$ cat src/rtl/mesh_term_fifo.sv
// Terminal-side ingress FIFO feeding one mesh router port: first-word fall-through,
// destination filtering, and sticky overflow/underflow reporting.
module mesh_term_fifo #(
  parameter int          pckg_sz    = 40,
  parameter int          fifo_depth = 4,
  parameter int          rows       = 4,
  parameter int          columns    = 4,
  parameter logic [7:0]  broadcast  = {8{1'b1}}
) (
  input  logic                              clk_i,
  input  logic                              reset,
  input  logic                              push,
  input  logic [pckg_sz-1:0]                data_in,
  output logic                              full,
  output logic [pckg_sz-1:0]                data_out_i_in,
  output logic                              pndng_i_in,
  input  logic                              popin,
  output logic [$clog2(fifo_depth+1)-1:0]   count,
  output logic [7:0]                        drop_cnt,
  output logic                              ovf,
  output logic                              udf
);

  localparam int cnt_w = $clog2(fifo_depth + 1);
  localparam int ptr_w = $clog2(fifo_depth);
  localparam logic [cnt_w-1:0] depth_c = cnt_w'(fifo_depth);
  localparam logic [ptr_w-1:0] last_c  = ptr_w'(fifo_depth - 1);

  logic [pckg_sz-1:0] mem [fifo_depth];
  logic [ptr_w-1:0]   rd_ptr, wr_ptr;

  logic [7:0] jump;
  logic [3:0] row, col;
  logic       dest_ok;
  logic       pop_acc, push_acc;

  assign jump = data_in[pckg_sz-1  -: 8];
  assign row  = data_in[pckg_sz-9  -: 4];
  assign col  = data_in[pckg_sz-13 -: 4];

  // NOTE: every always_comb output gets a default first so no path leaves it unassigned (no latch).
  always_comb begin
    dest_ok = 1'b0;
    if (jump == broadcast)
      dest_ok = 1'b1;
    else if (int'(row) < rows && int'(col) < columns)
      dest_ok = 1'b1;
  end

  // A full FIFO still accepts a push when the router frees the head on the same edge.
  assign pop_acc  = popin && (count != '0);
  assign push_acc = push && dest_ok && ((count != depth_c) || pop_acc);

  function automatic logic [ptr_w-1:0] next_ptr(input logic [ptr_w-1:0] p);
    return (p == last_c) ? '0 : p + ptr_w'(1);
  endfunction

  // NOTE: the storage array is not reset; stale entries are never visible because the head is masked when empty.
  always_ff @(posedge clk_i) begin
    if (push_acc) mem[wr_ptr] <= data_in;
  end

  // NOTE: sequential state uses non-blocking assignments so all registers update together at the edge.
  always_ff @(posedge clk_i or negedge reset) begin
    if (!reset) begin
      rd_ptr   <= '0;
      wr_ptr   <= '0;
      count    <= '0;
      drop_cnt <= '0;
      ovf      <= 1'b0;
      udf      <= 1'b0;
    end else begin
      if (pop_acc)  rd_ptr <= next_ptr(rd_ptr);
      if (push_acc) wr_ptr <= next_ptr(wr_ptr);

      if (push_acc && !pop_acc)      count <= count + cnt_w'(1);
      else if (pop_acc && !push_acc) count <= count - cnt_w'(1);

      if (push && !dest_ok && drop_cnt != 8'hFF) drop_cnt <= drop_cnt + 8'd1;
      if (push && dest_ok && !push_acc)          ovf <= 1'b1;
      if (popin && count == '0)                  udf <= 1'b1;
    end
  end

  assign full          = (count == depth_c);
  assign pndng_i_in    = (count != '0);
  assign data_out_i_in = pndng_i_in ? mem[rd_ptr] : '0;

endmodule

$ cat config.mk
export PLATFORM = sky130hd
export DESIGN_NAME = mesh_term_fifo
export DESIGN_NICKNAME = d
export VERILOG_FILES = /design/src/rtl/mesh_term_fifo.sv
export SDC_FILE = /design/constraint.sdc
export NUM_CORES = 1
export LEC_CHECK = 0
export CAP_MARGIN = 20
export CORE_MARGIN = 8
export CORE_UTILIZATION = 30
export CTS_CLUSTER_DIAMETER = 40
export CTS_CLUSTER_SIZE = 28
export DETAILED_ROUTE_END_ITERATION = 16
export PLACE_DENSITY = 0.6
export REMOVE_ABC_BUFFERS = 1
export SYNTH_ARGS = -nofsm -noshare
export SYNTH_HDL_FRONTEND = slang
export SYNTH_SLANG_ARGS = --single-unit
$ cat constraint.sdc
create_clock -name clk_i -period 5.21 [get_ports clk_i]
set_input_delay 1.3025 -clock clk_i [delete_from_list [all_inputs] [get_ports clk_i]]
set_output_delay 1.3025 -clock clk_i [all_outputs]
set_load 0.05 [all_outputs]
==> results of run 1 <==
## sequential cells by signal, indices dropped and copies added (netlist names)
signal,count
count,3
drop_cnt,8
mem,160
ovf,1
rd_ptr,2
udf,1
wr_ptr,2
## logic make-up after synthesis
family                   Yosys count  synth area share (%)
adder cells (fa/ha/maj)            8                  1.53
AND/OR/NAND/NOR                   70                  6.94
flip-flops                       177                  74.5
XOR/XNOR                           8                 0.999
AO/OA/AOI/OAI                      7                 0.874
buffers and inverters             20                  1.32
multiplexers                      46                  13.8
## report_power, final
part | leakage (nW) | internal, mW | switching, mW | total (mW)
Clock | 0.293 | 0.766 | 0.525 | 1.29
Combinational | 0.981 | 0.877 | 1.26 | 2.14
Sequential | 1.64 | 1.63 | 0.238 | 1.87
## final cells by class
class | count | area (sq um) | share of cell area, %
sequential | 177 | 5240 | 58.3
multi-input combinational | 139 | 1700 | 18.9
timing repair buffer | 103 | 1020 | 11.3
clock buffer | 19 | 433 | 4.82
tap | 319 | 399 | 4.45
clock inverter | 13 | 173 | 1.92
inverter | 5 | 18.8 | 0.209
## worst min path at each step
stage	end	slack (ns)	startpoint	cells after the start
final	udf	0.50	udf	1
after detailed placement	udf	0.48	udf	1
after CTS	udf	0.50	udf	1
after global placement	udf	0.47	udf	1
after floorplan	wr_ptr[1]	0.51	wr_ptr[1]	1
after global routing	ovf	0.54	ovf	1
## metal layers
layer / vias up / wire (microns) / global-route usage (%)
li1: 1554 / - / -
met1: 1789 / 6150 / 12.2
met2: 67 / 7030 / 17.5
met3: 9 / 778 / 3.75
met4: 0 / 116 / 2.80
met5: - / 0 / 0
## cell usage in the layout, fill, tap and decap left out, types with 3 or more instances in the layout
cell	instances
dfrtp_1	15
mux4_2	40
ha_1	7
mux2_1	3
bufinv_16	3
clkbuf_16	17
nand2_1	4
buf_4	5
mux2_2	3
clkdlybuf4s50_1	98
inv_6	4
nand3_1	3
inv_1	5
and2_2	4
nor3_1	3
edfxtp_1	160
and2_1	41
xor2_1	7
## through the flow
stage / std cells / worst slack (ns) / utilization (%) / hold WS, ns
finish: 775 / 0.989 / 38.7 / 0.498
global route: 775 / 0.782 / 38.7 / 0.543
CTS: 775 / 0.880 / 38.7 / 0.498
detailed placement: 743 / 1.22 / 36.1 / 0.481
global placement: 743 / 1.30 / 36.1 / 0.467
floorplan: 321 / 1.22 / - / 0.512
==> flow_metrics.tcl, run 1 <==
set metrics [dict create \
    run_status "completed" \
    wl_per_cell_microns 18.2 \
    post-route-drc-count 0 \
    worst_clk_skew_ns 0.00581 \
    grt-ovfl-total 0 \
    rrSetupSlack_ns 2.66 \
    layout-drive-gt1-share_pct 20.8 \
    finalSetupTns_ns 0 \
    worst_pin_slew_ns 1.07 \
    worst_min_delay_path_category "reg -> reg" \
    core-area_sq_um 23200 \
    netlist.area_leader.share_pct 68.5 \
    critical_path.top_delay_family "flip-flops" \
    post_synth.cell_area_avg_sq_um 20.9 \
    post-route-period-util_pct 81.0 \
    crit_path_top_delay_cell "dfrtp_4" \
    synth_ff_type "edfxtp_1" \
    worstReg2RegStart "count[0]" \
    tritoncts_clock_tree "done" \
    timing.final.hold_violations 0 \
    initial_core_util_pct 30.3 \
    max_slew_margin_pct 28.4 \
    clock_path_buffers 2 \
    asyncSetResetFlopFracSynth_pct 9.60 \
    cts_hold_buffers 0 \
    setup.worst_path.end "data_out_i_in[35]" \
    yosys.cell_count.top_type "edfxtp_1" \
    critical_path.max_stage_delay_ns 0.99 \
    finalWeightedCongestion 0.722 \
    clock_insertion_delay_worst_skew_ns 0.41 \
    finalSetupViolCount 0 \
    pin_count_of_the_biggest_net_entering_global_routing 44 \
    cell_chain_critical_path "mux4_2 > and2_1 > clkdlybuf4s50_1" \
    filler_cell_count 2117 \
    synth_seq_area_share_pct 74.5 \
    grt_pass1_wl_mm 22.2 \
    num_io_pins 99 \
    worstSetupStartpoint "rd_ptr[0]" \
    layout_stage_area_growth_over_the_synthesis_result_pct 27.9 \
    vias_in_the_first_global_route 3902 \
    timing.critical_path.required_ns 3.91 \
    antenna_violations_before_repair 0 \
    cts_root_buf "clkbuf_16" \
    top_cells_by_area_in_the_synthesized_netlist "edfxtp_1, mux4_2, dfrtp_1, and2_1, ha_1" \
    detailed_place_hpwl_mm 8.98 \
    crit_path_start_kind "register" \
    post-cts-setup-buffer-count 0 \
    clock_period_minus_final_worst_setup_slack_ns 4.22 \
    numCtsBuffers 17 \
    synthCells 336 \
    die-height_microns 169 \
    cts_sinks 177 \
    setup_repair_after_global_routing_missed_its_margin "no" \
    yosys_warnings 0 \
    antenna_violating_nets_post_route 0 \
    unique_masters_post_synth 35 \
    via_count 3419 \
    max_freq_ghz 0.237 \
    post_cts_resize_count 0 \
    viasPerCell 4.41 \
    dieArea_sq_um 28500 \
    p_leak_nw 2.91 \
    synth.largest_area_cell "edfxtp_1" \
    crit_type "reg -> out" \
    ys_ff_latch 177 \
    timing.reg2reg.worst_path_depth 8 \
    cts_max_level 4 \
    yosys-top-cells-count "edfxtp_1, and2_1, mux4_2" \
    cp_data_arrival_time_ns 2.92 \
    drt-total-wl_mm 14.1 \
    antenna_cells_inserted 0 \
    maxCapViolations 0 \
    crit_cells 3 \
    ir_drop_mv 0.312 \
    syn_area_sq_um 7020 \
    nNetsFinal 495 \
    final_area_sq_um 8980 \
    synth_enable_flop_cells 160 \
    crit_path_max_fanout 43 \
    io_buffer_count 98 \
    power_density_nw_per_um2 590 \
    r2r-end "count[2]" \
    postPlaceCellArea_sq_um 8370 \
    total_power_mw 5.30 \
    timing.final.max_slew_violations 0 \
    dr.first_iter.drc_count 187 \
    cts.reportedPaths.clkPinSlew_ns 0.06 \
    first_pass_iters 4 \
    die_width_microns 169 \
    cp-end-kind "primary output" \
    rows 56 \
    cp.buffers_inverters 1 \
    grt_use_total_pct 10.3 \
]
Power figures use the tool's default switching activity.
==> run 2, diff against run 1 <==
- clock period: 5.21 -> 4.2 ns (I/O delays scaled with it)
==> run 2 against run 1 <==
Clock-buffer cell count is 1 lower. Clock skew rose by 0.0048 ns. Sequential share of layout area down 0.29 points. Setup slack lost 0.72 ns. Design area increased by 0.50%. First-iteration DRC count decreased by 37%. Critical path depth increased by 1. Combinational power rose by 30%. Routed wire length rose by 3.8%. Hold slack improved by 0.0089 ns. Global-route usage grew 0.48 points. Sequential cell count stayed put.
==> flow_metrics.tcl, run 2 (synthesis gave the netlist of run 1 again) <==
set metrics [dict create \
    rows 56 \
    drt-total-wl_mm 14.6 \
    core-area_sq_um 23200 \
    cts_hold_buffers 0 \
    die-height_microns 169 \
    timing.final.max_slew_violations 0 \
    antenna_violating_nets_post_route 0 \
    crit_path_start_kind "register" \
    antenna_violations_before_repair 0 \
    detailed_place_hpwl_mm 8.91 \
    post-route-period-util_pct 93.6 \
    layout_stage_area_growth_over_the_synthesis_result_pct 28.6 \
    cp_data_arrival_time_ns 2.88 \
    clock_path_buffers 2 \
    cts_root_buf "clkbuf_16" \
    num_io_pins 99 \
    timing.critical_path.required_ns 3.15 \
    worst_clk_skew_ns 0.0106 \
    max_slew_margin_pct 34.4 \
    power_density_nw_per_um2 723 \
    layout-drive-gt1-share_pct 22.2 \
    grt_use_total_pct 10.8 \
    pin_count_of_the_biggest_net_entering_global_routing 43 \
    finish.cell_count_without_fillers 779 \
    final_area_sq_um 9020 \
    grt-ovfl-total 0 \
    maxCapViolations 0 \
    grt_pass1_wl_mm 22.8 \
    total_power_mw 6.52 \
    cp-end-kind "primary output" \
    vias_in_the_first_global_route 3934 \
    finalSetupViolCount 0 \
    fin_ws_ns 0.270 \
    clock_period_minus_final_worst_setup_slack_ns 3.93 \
    layout_commonest_cell "edfxtp_1" \
    initial_core_util_pct 30.3 \
    crit_path_max_fanout 37 \
    io_buffer_count 98 \
    crit_type "reg -> out" \
    dr.first_iter.drc_count 118 \
    tritoncts_clock_tree "done" \
    viasPerCell 4.42 \
    crit_path_top_delay_cell "dfrtp_2" \
    cp.buffers_inverters 2 \
    biggestRegsByFlops "mem (160), drop_cnt (8), count (3)" \
    most-common-layout-cells "edfxtp_1, clkdlybuf4s50_1, and2_1, mux4_2, clkbuf_16" \
    die_width_microns 169 \
    nNetsFinal 499 \
    antenna_cells_inserted 0 \
    cts_max_level 4 \
    cell_chain_critical_path "buf_4 > mux4_2 > and2_1 > clkdlybuf4s50_1" \
    max_freq_ghz 0.254 \
    registers.top_by_ff_count "mem" \
    post-route-drc-count 0 \
    via_count 3446 \
    cts_sinks 177 \
    worst_pin_slew_ns 0.984 \
    worst_min_delay_path_category "reg -> reg" \
    critical_path.max_stage_delay_ns 1.02 \
    utilization_pct 38.9 \
    run_status "completed" \
    dieArea_sq_um 28500 \
    setup_repair_after_global_routing_missed_its_margin "no" \
    finalSetupTns_ns 0 \
    ir_drop_mv 0.549 \
    filler_cell_count 2103 \
    critical_path.top_delay_family "flip-flops" \
    post-cts-setup-buffer-count 0 \
    post-place-ws_ns 0.584 \
    placedCellCount 747 \
    postPlaceCellArea_sq_um 8450 \
    timing.final.hold_violations 0 \
    clock_insertion_delay_worst_skew_ns 0.43 \
    largest_register_ffs 160 \
    finalWeightedCongestion 0.706 \
    cts.reportedPaths.clkPinSlew_ns 0.06 \
    post_cts_resize_count 0 \
    numCtsBuffers 17 \
    first_pass_iters 4 \
    wl_per_cell_microns 18.8 \
    p_leak_nw 2.93 \
    timing.hold.ws_ns 0.507 \
]
[run 2: area by class of cell]
class | instances | area (sq um) | area share (%)
Clock buffer | 18 | 429 | 4.76
Clock inverter | 14 | 139 | 1.54
Inverter | 5 | 18.8 | 0.208
Multi-Input combinational cell | 139 | 1700 | 18.8
Sequential cell | 177 | 5240 | 58.0
Tap cell | 319 | 399 | 4.42
Timing Repair Buffer | 107 | 1100 | 12.2
[run 2: worst register-to-register path, stage by stage (launching register included)]
cell	delay [ns]
dfrtp_1	0.43
or3_1	0.41
buf_4	0.28
nand2_1	0.22
ha_1	0.21
inv_1	0.06
fa_1	0.37
xor2_1	0.15
nor2_1	0.11
xor2_1	0.15
[run 2: layer usage]
metal / share of wire [%] / global-route usage [%] / vias to the layer above
met3: 5.5 / 3.77 / 12
met5: 0 / 0 / -
li1: - / - / 1557
met4: 1.2 / 3.77 / 0
met1: 42 / 12.3 / 1805
met2: 51 / 18.5 / 72
[run 2: power breakdown]
group | internal [mW] | switching (mW)
logic | 1.11 | 1.68
clock network | 0.871 | 0.640
registers | 2.02 | 0.196
total | 4.01 | 2.51
[run 2: path summary, 6_finish.rpt]
path                       slack, ns  depth (start not counted)       from                 to
max                             0.27                          4  rd_ptr[1]  data_out_i_in[12]
min                             0.51                          1        udf                udf
max reg2reg                     1.73                          9   count[1]           count[2]
min reg2reg                     0.51                          1        udf                udf
max in group asynchronous       2.53                          1      reset          rd_ptr[0]
min in group asynchronous       1.09                          1      reset        drop_cnt[1]
